`config.mk`:
```
export PLATFORM = sky130hd
export DESIGN_NAME = acs_scheduler
export DESIGN_NICKNAME = d
export VERILOG_FILES = /design/src/rtl/viterbi_pkg.sv /design/src/rtl/acs_scheduler_pm_bank.sv /design/src/rtl/acs_scheduler.sv
export SDC_FILE = /design/constraint.sdc
export NUM_CORES = 1
export LEC_CHECK = 0
export CAP_MARGIN = 20
export CORE_MARGIN = 5
export CORE_UTILIZATION = 59
export CTS_CLUSTER_SIZE = 12
export DETAILED_ROUTE_END_ITERATION = 16
export GPL_ROUTABILITY_DRIVEN = 1
export GPL_TIMING_DRIVEN = 0
export HOLD_SLACK_MARGIN = 0.03
export PLACE_DENSITY = 0.8
export SYNTH_ARGS = -nofsm -noshare
export SYNTH_HDL_FRONTEND = slang
export SYNTH_SLANG_ARGS = --single-unit
```
`constraint.sdc`:
```
create_clock -name clk -period 3.02 [get_ports clk]
set_clock_uncertainty 0.2 [all_clocks]
set_input_delay 0.453 -clock clk [delete_from_list [all_inputs] [get_ports clk]]
set_output_delay 0.453 -clock clk [all_outputs]
set_load 0.01 [all_outputs]
```
`src/rtl/viterbi_pkg.sv`:
```
// Shared types and trellis helpers for the Viterbi ACS scheduler and its path-metric bank.
package viterbi_pkg;

    localparam int NSTATES = 8;
    localparam int PM_W    = 8;
    localparam int BM_W    = 2;
    localparam int STATE_W = $clog2(NSTATES);

    typedef enum logic [1:0] {IDLE, RUN, NORM, OUT} state_t;

    // Predecessor j of state s is {s[STATE_W-2:0], j}.
    function automatic logic [STATE_W-1:0] pred0(input logic [STATE_W-1:0] s);
        return {s[STATE_W-2:0], 1'b0};
    endfunction

    function automatic logic [STATE_W-1:0] pred1(input logic [STATE_W-1:0] s);
        return {s[STATE_W-2:0], 1'b1};
    endfunction

    // Bit offset of the 2-bit branch metric for edge (pred j -> s) inside the BM vector.
    function automatic logic [STATE_W+1:0] bm_idx(input logic [STATE_W-1:0] s, input logic j);
        return {s, j, 1'b0};
    endfunction

endpackage

```
`src/rtl/acs_scheduler_pm_bank.sv`:
```
// Ping-pong path-metric bank: the current bank is read, the next bank is written,
// and a swap strobe flips them while optionally subtracting the normalisation offset.
module pm_bank
    import viterbi_pkg::*;
#(
    parameter int              NSTATES     = viterbi_pkg::NSTATES,
    parameter logic [PM_W-1:0] NORM_THRESH = 8'd128,
    localparam int             ST_W        = $clog2(NSTATES)
) (
    input  logic            clk,
    input  logic            rst_n,
    input  logic [ST_W-1:0] i_rd_addr0,
    input  logic [ST_W-1:0] i_rd_addr1,
    output logic            o_rd_vld0,
    output logic            o_rd_vld1,
    output logic [PM_W-1:0] o_rd_pm0,
    output logic [PM_W-1:0] o_rd_pm1,
    input  logic            i_wr_en,
    input  logic [ST_W-1:0] i_wr_addr,
    input  logic            i_wr_vld,
    input  logic [PM_W-1:0] i_wr_pm,
    input  logic            i_swap,
    input  logic            i_sub
);

    logic            r_sel;
    logic            w_nxt;
    logic [PM_W-1:0] w_pm_cur  [NSTATES];
    logic            w_vld_cur [NSTATES];

    assign w_nxt = ~r_sel;

    always_ff @(posedge clk or negedge rst_n) begin
        if (!rst_n) begin
            r_sel <= 1'b0;
        end else if (i_swap) begin
            r_sel <= ~r_sel;
        end
    end

    for (genvar g = 0; g < NSTATES; g++) begin : g_ent
        logic [PM_W-1:0] r_pm [2];
        logic [1:0]      r_vld;

        // Subtraction lands in the bank that becomes current on this same swap edge.
        always_ff @(posedge clk or negedge rst_n) begin
            if (!rst_n) begin
                r_pm[0] <= '0;
                r_pm[1] <= '0;
                r_vld   <= {1'b0, (g == 0)};
            end else if (i_wr_en && (i_wr_addr == ST_W'(g))) begin
                r_pm[w_nxt]  <= i_wr_pm;
                r_vld[w_nxt] <= i_wr_vld;
            end else if (i_swap && i_sub && r_vld[w_nxt]) begin
                r_pm[w_nxt] <= r_pm[w_nxt] - NORM_THRESH;
            end
        end

        assign w_pm_cur[g]  = r_pm[r_sel];
        assign w_vld_cur[g] = r_vld[r_sel];
    end

    assign o_rd_pm0  = w_pm_cur[i_rd_addr0];
    assign o_rd_pm1  = w_pm_cur[i_rd_addr1];
    assign o_rd_vld0 = w_vld_cur[i_rd_addr0];
    assign o_rd_vld1 = w_vld_cur[i_rd_addr1];

endmodule

```
`src/rtl/acs_scheduler.sv`:
```
// Time-multiplexes one external ACS unit over all trellis states, one state per clock,
// producing a survivor word, best state and renormalisation flag per accepted symbol.
module acs_scheduler
    import viterbi_pkg::*;
#(
    parameter int              NSTATES     = viterbi_pkg::NSTATES,
    parameter logic [PM_W-1:0] NORM_THRESH = 8'd128
) (
    input  logic                       clk,
    input  logic                       rst_n,
    input  logic                       sym_valid_i,
    output logic                       sym_ready_o,
    input  logic [NSTATES*4-1:0]       sym_bm_i,
    output logic                       acs_p0_valid_o,
    output logic                       acs_p1_valid_o,
    output logic [BM_W-1:0]            acs_p0_bmc_o,
    output logic [BM_W-1:0]            acs_p1_bmc_o,
    output logic [PM_W-1:0]            acs_p0_pmc_o,
    output logic [PM_W-1:0]            acs_p1_pmc_o,
    input  logic                       acs_sel_i,
    input  logic                       acs_valid_i,
    input  logic [PM_W-1:0]            acs_cost_i,
    output logic                       surv_valid_o,
    input  logic                       surv_ready_i,
    output logic [NSTATES-1:0]         surv_bits_o,
    output logic [$clog2(NSTATES)-1:0] best_state_o,
    output logic                       norm_o
);

    localparam int ST_W = $clog2(NSTATES);

    state_t              r_state;
    logic [ST_W-1:0]     r_cnt;
    logic [NSTATES*4-1:0] r_bm;
    logic [NSTATES-1:0]  r_surv;
    logic [PM_W-1:0]     r_min;
    logic [ST_W-1:0]     r_min_state;
    logic                r_min_vld;
    logic [ST_W-1:0]     r_best;
    logic                r_norm;

    logic                w_run;
    logic                w_sub;
    logic [ST_W-1:0]     w_pred0;
    logic [ST_W-1:0]     w_pred1;
    logic [ST_W+1:0]     w_idx0;
    logic [ST_W+1:0]     w_idx1;
    logic                w_p0_vld;
    logic                w_p1_vld;
    logic [PM_W-1:0]     w_p0_pm;
    logic [PM_W-1:0]     w_p1_pm;

    assign w_run   = (r_state == RUN);
    assign w_sub   = r_min_vld && (r_min >= NORM_THRESH);
    assign w_pred0 = pred0(r_cnt);
    assign w_pred1 = pred1(r_cnt);
    assign w_idx0  = bm_idx(r_cnt, 1'b0);
    assign w_idx1  = bm_idx(r_cnt, 1'b1);

    pm_bank #(
        .NSTATES     (NSTATES),
        .NORM_THRESH (NORM_THRESH)
    ) u_pm_bank (
        .clk        (clk),
        .rst_n      (rst_n),
        .i_rd_addr0 (w_pred0),
        .i_rd_addr1 (w_pred1),
        .o_rd_vld0  (w_p0_vld),
        .o_rd_vld1  (w_p1_vld),
        .o_rd_pm0   (w_p0_pm),
        .o_rd_pm1   (w_p1_pm),
        .i_wr_en    (w_run),
        .i_wr_addr  (r_cnt),
        .i_wr_vld   (acs_valid_i),
        .i_wr_pm    (acs_cost_i),
        .i_swap     (r_state == NORM),
        .i_sub      (w_sub)
    );

    // ACS operands are forced to zero whenever the scheduler is not sweeping states.
    assign acs_p0_valid_o = w_run & w_p0_vld;
    assign acs_p1_valid_o = w_run & w_p1_vld;
    assign acs_p0_bmc_o   = w_run ? r_bm[w_idx0 +: BM_W] : '0;
    assign acs_p1_bmc_o   = w_run ? r_bm[w_idx1 +: BM_W] : '0;
    assign acs_p0_pmc_o   = w_run ? w_p0_pm : '0;
    assign acs_p1_pmc_o   = w_run ? w_p1_pm : '0;

    assign sym_ready_o  = (r_state == IDLE);
    assign surv_valid_o = (r_state == OUT);
    assign surv_bits_o  = r_surv;
    assign best_state_o = r_best;
    assign norm_o       = r_norm;

    always_ff @(posedge clk or negedge rst_n) begin
        if (!rst_n) begin
            r_state     <= IDLE;
            r_cnt       <= '0;
            r_bm        <= '0;
            r_surv      <= '0;
            r_min       <= '0;
            r_min_state <= '0;
            r_min_vld   <= 1'b0;
            r_best      <= '0;
            r_norm      <= 1'b0;
        end else begin
            case (r_state)
                IDLE: begin
                    if (sym_valid_i) begin
                        r_bm        <= sym_bm_i;
                        r_cnt       <= '0;
                        r_min       <= '0;
                        r_min_state <= '0;
                        r_min_vld   <= 1'b0;
                        r_state     <= RUN;
                    end
                end
                RUN: begin
                    r_surv[r_cnt] <= acs_sel_i;
                    // Strict compare: on equal cost the lower-indexed state already held wins.
                    if (acs_valid_i && (!r_min_vld || (acs_cost_i < r_min))) begin
                        r_min       <= acs_cost_i;
                        r_min_state <= r_cnt;
                        r_min_vld   <= 1'b1;
                    end
                    r_cnt <= r_cnt + 1'b1;
                    if (r_cnt == ST_W'(NSTATES - 1)) begin
                        r_state <= NORM;
                    end
                end
                NORM: begin
                    r_best  <= r_min_state;
                    r_norm  <= w_sub;
                    r_state <= OUT;
                end
                OUT: begin
                    if (surv_ready_i) begin
                        r_state <= IDLE;
                    end
                end
                default: r_state <= IDLE;
            endcase
        end
    end

endmodule

```
== Word level (Yosys, flattened, before mapping) ==
Cells that the tools add are included.
W data, S select, Z words.

* Flip-flop bits (word level): 206
* Logic and storage cells: 274
* Input port bits: 46

* Equal/unequal tests: 14
* Add/sub/neg operators: 9
* Multiplexer cells: 157
* $lt $le $gt $ge: 12
* Bitwise gates (word level): 7
* Reductions and logical operators: 39
* Shift operators: 2

{| class="wikitable"
|+ Operators by type and width
! operator !! count
|-
| $mux W8 || 57
|-
| $bwmux W16 || 16
|-
| $mux W16 || 16
|-
| $shiftx A32 B6 Y2 || 2
|-
| $sub A8 B8 Y8 const B || 8
|-
| $bmux W8 S3 || 2
|-
| $mux W1 || 40
|-
| $logic_and A1 B1 Y1 || 22
|-
| $reduce_bool A2 Y1 || 9
|-
| $bwmux W2 || 8
|-
| $pmux W8 S2 || 1
|-
| $eq A3 B3 Y1 const B || 4
|-
| $pmux W3 S2 || 2
|-
| $mux W2 || 5
|-
| $bwmux W8 || 1
|-
| $demux W8 S1 || 1
|-
| $ge A4 B4 Y1 const B || 2
|-
| $ge A8 B8 Y1 const B || 1
|-
| $lt A8 B8 Y1 || 1
|-
| $not A3 Y4 || 2
|-
| $pmux W2 S4 || 1
|-
| $bmux W1 S3 || 2
|-
| $eq A3 B2 Y1 const B || 2
|-
| $mux W3 || 2
|-
| 24 further kinds || 33
|}

== Longest topological paths before layout ==
Gate-level depths: netlist of the first run.

* Depth in word-level cells: 9
* Mapped depth: 10

== Cells and area by module ==
From an unflattened synthesis of the first run, not the netlist that was laid out.

* Cells, all modules: 864
* Area total of the unflattened synthesis: 11,514.8 um2

{| class="wikitable"
|+ By module, submodules not included
! module !! area an instance (um2) !! cells an instance !! times used !! seq. area each (um2)
|-
| pm_bank || 8,310.5 || 592 || 1 || 3,629.7
|-
| acs_scheduler || 3,204.3 || 272 || 1 || 1,526.5
|}

== Worst setup path after synthesis of the first run ==
Ideal clock, no wire load.

* Kind: flip-flop to output port
* Start point: register r_state[1]
* End point: output acs_p0_pmc_o[5]
* Stages on the path, launching flop included: 7
* Path slack: 0.839 ns
* Arrival time: 1.528 ns
* Path through: dfrtp_1 inv_1 ha_1 buf_2 buf_2 clkbuf_1 a21boi_0

* Word-level cells in the longest chain between the ends: 2

{| class="wikitable"
|+ RTL lines
! element !! RTL line !! RTL
|-
| from (decl) || acs_scheduler.sv:32 || <nowiki>state_t r_state;</nowiki>
|-
| from (signal assigned) || acs_scheduler.sv:96 || <nowiki>r_state <= IDLE;</nowiki>
|-
| from (signal assigned) || acs_scheduler.sv:114 || <nowiki>r_state <= RUN;</nowiki>
|-
| from (signal assigned) || acs_scheduler.sv:127 || <nowiki>r_state <= NORM;</nowiki>
|-
| $eq A2 B1 Y1 || acs_scheduler.sv:53 || <nowiki>assign w_run = (r_state == RUN);</nowiki>
|-
| named net u_pm_bank.i_wr_en || acs_scheduler_pm_bank.sv:18 || <nowiki>input logic i_wr_en,</nowiki>
|-
| $mux W8 || acs_scheduler.sv:85 || <nowiki>assign acs_p0_pmc_o = w_run ? w_p0_pm : '0;</nowiki>
|-
| to (decl) || acs_scheduler.sv:18 || <nowiki>output logic [PM_W-1:0] acs_p0_pmc_o,</nowiki>
|}

The timed path passes the listed nets, and every way through them passes these cells.

== Worst setup path in the final report of the first run ==
* Start point: register r_state[1]
* End point: output acs_p0_pmc_o[3]

Same word-level chain as after synthesis.

==> impl_metrics.toml, run 1 <==
[synthesis]
yosysWarnings = 0
yosysSeqAreaShare_pct = 51.01
syn_avg_cell_area_um2 = 13.73
synth_top_cell_by_area = "dfrtp_1"
syn-num-nets = 799
synth.top_cell.area_share_pct = 50.75
synth_seq_cells = 206
synth_cell_types = 51
synth_area_leaders = "dfrtp_1 51%, mux2_2 19%, mux4_2 9.8%"
netlist_area_um2 = 10110
synthCells = 736

[worst_hold_path]
worst_hold_path.num_cells = 1
hold_end = "u_pm_bank.g_ent[5].r_pm[4]"
min_from = "u_pm_bank.g_ent[5].r_pm[4]"
min-delay-path-class = "register to register"

[floorplan]
dieHeight_um = 140.9
num_io_pins = 82
start_util_pct = 60.53
die_area_um2 = 19850
fp.dieW_um = 140.9
rows = 47
core_area_um2 = 16700

[timing]
fmax_ghz = 0.3367
fin_setup_tns_ns = 0
worst_slew_pin_slew_ns = 0.7063
min_period_ns = 2.970
setup_slack_ns = 0.04983
hold_violations = 0
slew_headroom_pct = 52.92
rsz0062_at_grt = "false"
final_max_slew_viol_count = 0
fin_crit_sh_pct = 98.35
setup-violations-final = 0

[cts]
clk_latency_ns = 0.51
cts.htree.levels = 1
cts_buffers = 22
cts-root-buf = "clkbuf_16"
numClockSinks = 206
clk_pin_slew_ns = 0.06
cts_tree = "built"
clk_path_buf_depth = 3

[status]
outcome = "finished clean"

[setup_path]
reg2reg_from = "r_cnt[1]"
rrSetupSlack_ns = 0.36
cp_max_fo = 10
critPathKind = "register to primary output"
cp_data_required_time_ns = 2.37
cp_data_arrival_time_ns = 2.32
startpoint_type = "register"
reg2reg_to = "u_pm_bank.g_ent[1].r_pm[2]"
cp-end-kind = "primary output"
r2r_cells = 7

[detailed_routing]
viasPerCell = 6.283
vias = 6761
drt-wirelength-per-cell_um = 23.63
wirelength_um = 25430
drc = 0
ant_nets = 0
drt_first_pass_iters = 6
drt-initial-drc-count = 483

[place]
pre_cts_ws_ns = -0.3470
io_buffers = 81
hpwl_um = 17660
dp.cells = 1038
place.gp.congestion = 0.8586

[layout]
drive_above_1_share_pct = 36.80
syn2layout_area_growth_pct = 18.13
diodes = 0
final_common_cell = "dfrtp_1"
fin_cells = 1076
post-route-util_pct = 71.50
nets = 909
regArea_um2 = 5157
nFillCells = 1122
multi_input_area_um2 = 4592
mostFrequentLayoutCells = "204 x dfrtp_1, 171 x mux2_2, 70 x nand2_1, 58 x clkdlybuf4s50_1, 44 x mux4_2"

[power]
peakVddDrop_mv = 0.7115
p_total_mw = 12.06
p_per_area_nw_per_um2 = 1010
p_leak_nw = 5.087

[run]
maxCapViolations = 0

[global_routing]
grt_start_max_net_pins = 114
grt_antenna_before_repair = 0
grt_pass1_wl_um = 41060
grtUsageTotal_pct = 26.25
grt_pass1_vias = 7406
grt_overflow = 0
## metrics by stage
stage / hold slack (ns) / area, um2
CTS: 0.3005 / 11940
detailed placement: 0.2881 / 11230
finish: 0.2992 / 11940
global route: 0.3157 / 11940
floorplan: -0.04259 / 10110
global placement: 0.2709 / 11190
## flip-flops by register name, summed over array words and instances, names as in the netlist
| register | flops |
|---|---|
| r_min_vld | 1 |
| r_cnt | 3 |
| u_pm_bank.g_ent.r_vld | 16 |
| best_state_o | 3 |
| r_min | 8 |
| norm_o | 1 |
| r_bm | 32 |
| r_min_state | 3 |
| r_state | 2 |
| surv_bits_o | 8 |
| u_pm_bank.r_sel | 1 |
| u_pm_bank.g_ent.r_pm | 128 |
## cell usage after synthesis, drive strengths merged
master / instances
a32o: 1
or2: 2
nand3: 16
nor2b: 3
nand2b: 2
xor2: 1
a21boi: 22
a211oi: 2
nor2: 18
dfstp: 1
o211ai: 1
o2bb2ai: 1
inv: 16
clkbuf: 14
a31oi: 5
dfrtp: 205
and2b: 1
mux4: 44
nor4b: 2
a41o: 3
nand4: 1
o22a: 8
and2: 3
a41oi: 3
buf: 37
nand2: 74
a22o: 11
a211o: 1
ha: 17
nor3: 1
mux2i: 3
mux2: 173
a21oi: 26
o21ai: 12
a31o: 5
and3: 1
## final cells by class
class | instances | share of cell area [%]
flip-flops and latches | 206 | 43.19
repair buffers | 86 | 7.135
inverters | 16 | 0.5029
multi-input cells | 463 | 38.45
well taps | 220 | 2.305
clock inverters | 2 | 0.1781
clock buffers | 32 | 5.008
plain buffers | 51 | 3.227
## metal layers
metal	GRT usage (%)	routed length, um
met3	5.181	1513
met2	44.51	12960
met4	7.751	683
met1	34.63	10270
met5	0	0
## critical path, stage by stage, from the launching register on
cell and delay, ns:
dfrtp_1 0.40, inv_1 0.12, ha_1 0.17, buf_4 0.17, buf_6 0.18, clkbuf_8 0.21
a21boi_0 0.26, dlygate4sd2_1 0.31
## cells by family after synthesis
group	synth area share (%)
simple gates	6.647
mux	29.37
fa+ha+maj	2.104
buf+inv	3.639
flops	51.01
xor+xnor	0.08666
compound gates	7.142
## power by group
part | leakage [nW] | internal [mW] | total, mW | switching, mW
registers | 2.45 | 3.91 | 4.58 | 0.662
clock network | 0.300 | 1.36 | 2.40 | 1.04
logic | 2.34 | 2.73 | 5.08 | 2.35
total | 5.09 | 8.01 | 12.1 | 4.05
## worst max-delay path by stage
stage	startpoint	cells past startpoint	to	slack [ns]
4_1_cts	r_cnt[0]	6	acs_p1_pmc_o[7]	0.03
6_report	r_state[1]	7	acs_p0_pmc_o[3]	0.05
5_1_grt	u_pm_bank.r_sel	6	acs_p1_pmc_o[0]	0.004
2_1_floorplan	r_state[1]	6	acs_p0_pmc_o[5]	0.84
3_5_place_dp	r_state[1]	7	acs_p0_pmc_o[6]	-0.35
3_3_place_gp	rst_n	1	u_pm_bank.g_ent[0].r_pm[0]	-6.76
## timing repair
action | CTS | global route
buffers inserted | 3 | 0
endpoints found under the hold margin | 93 | 0
resized for setup | 56 | 1
hold buffers | 1 | 0
setup endpoints to repair | 22 | 1
Power figures use the tool's default switching activity.
==> inputs of run 2 (changes only) <==
--- a/config.mk
+++ b/config.mk
@@ -5,8 +5,9 @@
 export SDC_FILE = /design/constraint.sdc
 export NUM_CORES = 1
 export LEC_CHECK = 0
+export ABC_CLOCK_PERIOD_IN_PS = 3020
 export CAP_MARGIN = 20
-export CORE_MARGIN = 5
+export CORE_MARGIN = 1
 export CORE_UTILIZATION = 59
 export CTS_CLUSTER_SIZE = 12
 export DETAILED_ROUTE_END_ITERATION = 16
@@ -14,6 +15,7 @@
 export GPL_TIMING_DRIVEN = 0
 export HOLD_SLACK_MARGIN = 0.03
 export PLACE_DENSITY = 0.8
+export RECOVER_POWER = 50
 export SYNTH_ARGS = -nofsm -noshare
 export SYNTH_HDL_FRONTEND = slang
 export SYNTH_SLANG_ARGS = --single-unit
==> run 2 against run 1 <==
  * Cell count up 0.37%
  * First-iteration DRC count grew 5.4%
  * Die area fell by 11%
  * Critical path type unchanged
==> impl_metrics.toml, run 2 (same netlist as run 1, synthesis figures left out) <==
[layout]
top_register = "u_pm_bank.g_ent.r_pm"
nFillCells = 1080
post-route-util_pct = 72.61
multi_input_area_um2 = 4579
reg_top3 = "u_pm_bank.g_ent.r_pm x128, r_bm x32, u_pm_bank.g_ent.r_vld x16"
drive_above_1_share_pct = 37.09
syn2layout_area_growth_pct = 19.54
mostFrequentLayoutCells = "204 x dfrtp_1, 170 x mux2_2, 70 x nand2_1, 58 x clkdlybuf4s50_1, 44 x mux4_2"
largest_reg_flops = 128
diodes = 0
nets = 909
fin_cells = 1080
final_common_cell = "dfrtp_1"
regArea_um2 = 5157

[timing]
fin_crit_sh_pct = 97.89
setup-violations-final = 0
min_period_ns = 2.956
rsz0062_at_grt = "false"
fin_setup_tns_ns = 0
final_max_slew_viol_count = 0
hold_violations = 0
fmax_ghz = 0.3383
slew_headroom_pct = 12.22
worst_slew_pin_slew_ns = 1.317

[setup_path]
crit_family = "buffers and inverters"
cp_data_arrival_time_ns = 2.30
cp_data_required_time_ns = 2.37
cp_max_fo = 7
critPathKind = "register to primary output"
crit_cells = 7
cp-end-kind = "primary output"
startpoint_type = "register"
crit_path_frequent_cell = "buf_12"
slowest_stage = "mux4_2"
crit_chain = "buf_12, buf_12, buf_12, mux4_2, nand2_1, a21boi_1, dlygate4sd2_1"
cpPeakStageDelay_ns = 0.48
r2r_cells = 6
cp_num_buf_inv = 4

[place]
io_buffers = 81
place.gp.congestion = 0.8645
hpwl_um = 17390
dp.cells = 1038

[detailed_routing]
wirelength_um = 25460
drt-initial-drc-count = 509
drc = 0
vias = 6810
drt_first_pass_iters = 5
ant_nets = 0
drt-wirelength-per-cell_um = 23.57
viasPerCell = 6.306

[global_routing]
grt_overflow = 0
grt_pass1_vias = 7238
grt_antenna_before_repair = 0
grt_pass1_wl_um = 40230
grt_start_max_net_pins = 117
grtUsageTotal_pct = 29.92

[floorplan]
fp.dieW_um = 132.9
die_area_um2 = 17660
num_io_pins = 82
rows = 47
dieHeight_um = 132.9
core_area_um2 = 16640
start_util_pct = 60.74

[status]
outcome = "finished clean"

[cts]
clk_path_buf_depth = 3
cts-root-buf = "clkbuf_16"
cts_buffers = 23
cts.htree.levels = 1
cts_tree = "built"
clk_latency_ns = 0.50
clk_pin_slew_ns = 0.06
numClockSinks = 206

[worst_hold_path]
min-delay-path-class = "register to register"
worst_hold_path.num_cells = 1

[run]
maxCapViolations = 0

[power]
peakVddDrop_mv = 0.6227
p_leak_nw = 5.163
p_per_area_nw_per_um2 = 1036
==> run 2: worst reg2reg max path, stage by stage (launching register included) <==
cell,delay [ns]
dfrtp_2,0.50
clkinvlp_4,0.22
clkbuf_2,0.31
ha_1,0.26
buf_2,0.19
nand2_1,0.40
mux2_2,0.40
==> run 2: repair_timing <==
item                                    CTS  global route
hold buffers                              1             0
setup buffers                             2             0
endpoints found under the setup margin   22             7
gates resized for setup                  58             9
hold endpoints to repair                 90             0
==> run 2: final timing paths <==
check / start / end / slack, ns
min in group asynchronous: rst_n / u_pm_bank.g_ent[7].r_pm[15] / 0.59
max reg2reg: r_cnt[1] / u_pm_bank.g_ent[5].r_pm[0] / 0.42
max in group asynchronous: rst_n / u_pm_bank.g_ent[5].r_pm[0] / 0.84
min reg2reg: r_min_state[0] / r_min_state[0] / 0.30
max: r_cnt[0] / acs_p0_valid_o / 0.06
min: r_min_state[0] / r_min_state[0] / 0.30
==> run 2: final cells by class <==
type                       count  share of cell area, %
clock inverter                 5                 0.6212
clock buffer                  34                  5.602
timing repair buffer          85                  7.072
buffer                        51                  3.324
inverter                      16                 0.5281
multi-input combinational    463                  37.90
tap                          220                  2.278
sequential                   206                  42.68
==> run 2: stage by stage <==
stage | worst slack (ns) | hold slack, ns | area, um2 | power, mW
after global placement | -6.756 | 0.2692 | 11190 | 9.300
final | 0.06379 | 0.3015 | 12080 | 12.52
after detailed placement | -0.3563 | 0.2898 | 11230 | 9.603
after CTS | 0.04009 | 0.3026 | 12090 | 12.53
after floorplan | 0.8386 | -0.04259 | 10110 | 7.957
after global routing | 0.005881 | 0.3125 | 12080 | 13.13
==> run 2: where the power goes <==
| group | internal, mW | switching [mW] | total (mW) |
|---|---|---|---|
| clock network | 1.71 | 1.08 | 2.79 |
| logic | 2.77 | 2.37 | 5.13 |
| registers | 3.92 | 0.690 | 4.61 |
==> run 2: layer usage <==
layer / GRT usage (%) / up-vias / wire length [um]
li1: - / 2926 / -
met3: 3.103 / 61 / 1251
met1: 39.29 / 3577 / 10340
met5: 0 / - / 0
met2: 51.60 / 246 / 13130
met4: 11.30 / 0 / 736
==> inputs of run 3 (changes only) <==
==> constraint.sdc (replaced) <==
create_clock -name clk -period 3.02 [get_ports clk]
set_clock_uncertainty 0.2 [all_clocks]
set_input_delay 0.453 -clock clk [delete_from_list [all_inputs] [get_ports clk]]
set_output_delay 0.453 -clock clk [all_outputs]
set_load 0.1 [all_outputs]
==> run 3 against run 2 <==
  * Total power rose by 12%
  * Clock power fell by 3%
  * Via count barely moved
  * Cell count fell by 0.19%
  * Combinational power rose by 31%
  * Maximum frequency rose by 0.66%
  * Register-to-register slack got worse by 0.09 ns
  * Routed wire length rose by 0.93%
  * Core utilization fell by 0.22 points
  * Non-clock buffer count fell by 2
  * First-iteration DRC count rose by 7.1%
  * Die area did not move
  * Critical path type unchanged
==> impl_metrics.toml, run 3 (same netlist as run 1, synthesis figures left out) <==
[detailed_routing]
vias = 6809
drc = 0
drt_first_pass_iters = 5
drt-initial-drc-count = 545
drt-wirelength-per-cell_um = 23.83
ant_nets = 0
wirelength_um = 25690
viasPerCell = 6.316

[setup_path]
cp_max_fo = 10
startpoint_type = "register"
cp-end-kind = "primary output"
critPathKind = "register to primary output"
cp_data_required_time_ns = 2.37
cp_data_arrival_time_ns = 2.28
r2r_cells = 7

[cts]
cts_tree = "built"
cts_buffers = 23
numClockSinks = 206
cts-root-buf = "clkbuf_16"
cts.htree.levels = 1
clk_latency_ns = 0.52
clk_path_buf_depth = 3
post-cts-setup-buffers = 0
clk_pin_slew_ns = 0.06

[timing]
worst_slew_pin_slew_ns = 1.242
slew_headroom_pct = 17.22
rsz0062_at_grt = "false"
fmax_ghz = 0.3405
setup-violations-final = 0
min_period_ns = 2.937
hold_violations = 0
fin_crit_sh_pct = 97.25
final_max_slew_viol_count = 0
setup_slack_ns = 0.08309
whs_ns = 0.3011

[power]
switchingPower_mw = 5.688
p_per_area_nw_per_um2 = 1164
p_int_mw = 8.330
comb_power_share_pct = 47.9
pwr-share-clk_pct = 19.2
switching_share_pct = 40.58
p_leak_nw = 5.062
p_seq_share_pct = 32.9
p_total_mw = 14.02
peakVddDrop_mv = 0.8107

[floorplan]
start_util_pct = 60.74
fp.dieW_um = 132.9
core_area_um2 = 16640
die_area_um2 = 17660
rows = 47
dieHeight_um = 132.9
num_io_pins = 82

[layout]
largest_reg_flops = 128
nFillCells = 1121
top_register = "u_pm_bank.g_ent.r_pm"
nets = 907
post-route-util_pct = 72.39
fin_area_um2 = 12050
multi_input_area_um2 = 4651
final_common_cell = "dfrtp_1"
regArea_um2 = 5157
mostFrequentLayoutCells = "204 x dfrtp_1, 171 x mux2_2, 70 x nand2_1, 57 x clkdlybuf4s50_1, 44 x mux4_2"
reg_top3 = "u_pm_bank.g_ent.r_pm x128, r_bm x32, u_pm_bank.g_ent.r_vld x16"
syn2layout_area_growth_pct = 19.19
diodes = 0
drive_above_1_share_pct = 41.61

[worst_hold_path]
worst_hold_path.num_cells = 1
min-delay-path-class = "register to register"

[global_routing]
grt_pass1_vias = 7286
grt_pass1_wl_um = 40920
grt_antenna_before_repair = 0
grt_overflow = 0
grtUsageTotal_pct = 30.59
grt_start_max_net_pins = 133

[run]
maxCapViolations = 0

[place]
place.gp.congestion = 0.8300
hpwl_um = 17430
pre_cts_ws_ns = -0.7842
io_buffers = 81
place_area_um2 = 11310

[status]
outcome = "finished clean"
==> run 3: per-stage QoR <==
step                      setup TNS [ns]  instances
after detailed placement          -13.60       1038
final                                  0       1078
after global placement          -1389.72       1037
after CTS                              0       1078
after global routing                   0       1078
after floorplan                        0        736
==> run 3: worst paths after layout <==
check / slack [ns] / to / start
max in group asynchronous: 0.71 / u_pm_bank.g_ent[7].r_vld[0] / rst_n
worst max register to register: 0.33 / u_pm_bank.g_ent[1].r_vld[1] / r_cnt[1]
worst min-delay path: 0.30 / u_pm_bank.g_ent[4].r_pm[2] / u_pm_bank.g_ent[4].r_pm[2]
min in group asynchronous: 0.31 / u_pm_bank.g_ent[1].r_pm[5] / rst_n
worst max-delay path: 0.08 / acs_p0_valid_o / u_pm_bank.r_sel
worst min register to register: 0.30 / u_pm_bank.g_ent[4].r_pm[2] / u_pm_bank.g_ent[4].r_pm[2]
==> run 3: critical path, stage by stage (launching register included) <==
cell      delay, ns
dfrtp_1        0.33
buf_4          0.20
buf_6          0.21
buf_4          0.24
mux4_2         0.20
nand2_1        0.07
a21boi_2       0.20
buf_4          0.32
==> run 3: what timing repair did <==
item,CTS,global route
endpoints found under the setup margin,31,22
hold buffers,1,0
pin swaps,0,0
resized for setup,155,13
endpoints found under the hold margin,74,0
==> run 3: area by class of cell <==
cell class / count / area share [%]
Sequential cell: 206 / 42.81
Multi-Input combinational cell: 463 / 38.60
Tap cell: 220 / 2.285
Inverter: 16 / 0.4985
Timing Repair Buffer: 83 / 7.020
Buffer: 51 / 2.877
Clock inverter: 8 / 0.7997
Clock buffer: 31 / 5.110
==> run 3: layer usage <==
metal / global-route usage (%) / share of wire (%) / vias up / routed length, um
met1: 40.39 / 41 / 3540 / 10500
li1: - / - / 2925 / -
met4: 12.96 / 3.5 / 0 / 893
met5: 0 / 0 / - / 0
met3: 5.441 / 5.8 / 67 / 1495
met2: 50.15 / 50 / 277 / 12800
==> run 3: power groups by stage <==
| stage | Clock (mW) | Sequential (mW) | Combinational, mW |
|---|---|---|---|
| 6_report | 2.70 | 4.61 | 6.71 |
| 5_1_grt | 2.82 | 4.72 | 7.08 |
| 4_1_cts | 2.73 | 4.58 | 6.69 |
| 3_5_place_dp | 0 | 4.61 | 6.62 |
| 3_3_place_gp | 0 | 4.49 | 6.44 |
| 2_1_floorplan | 0 | 4.80 | 4.77 |
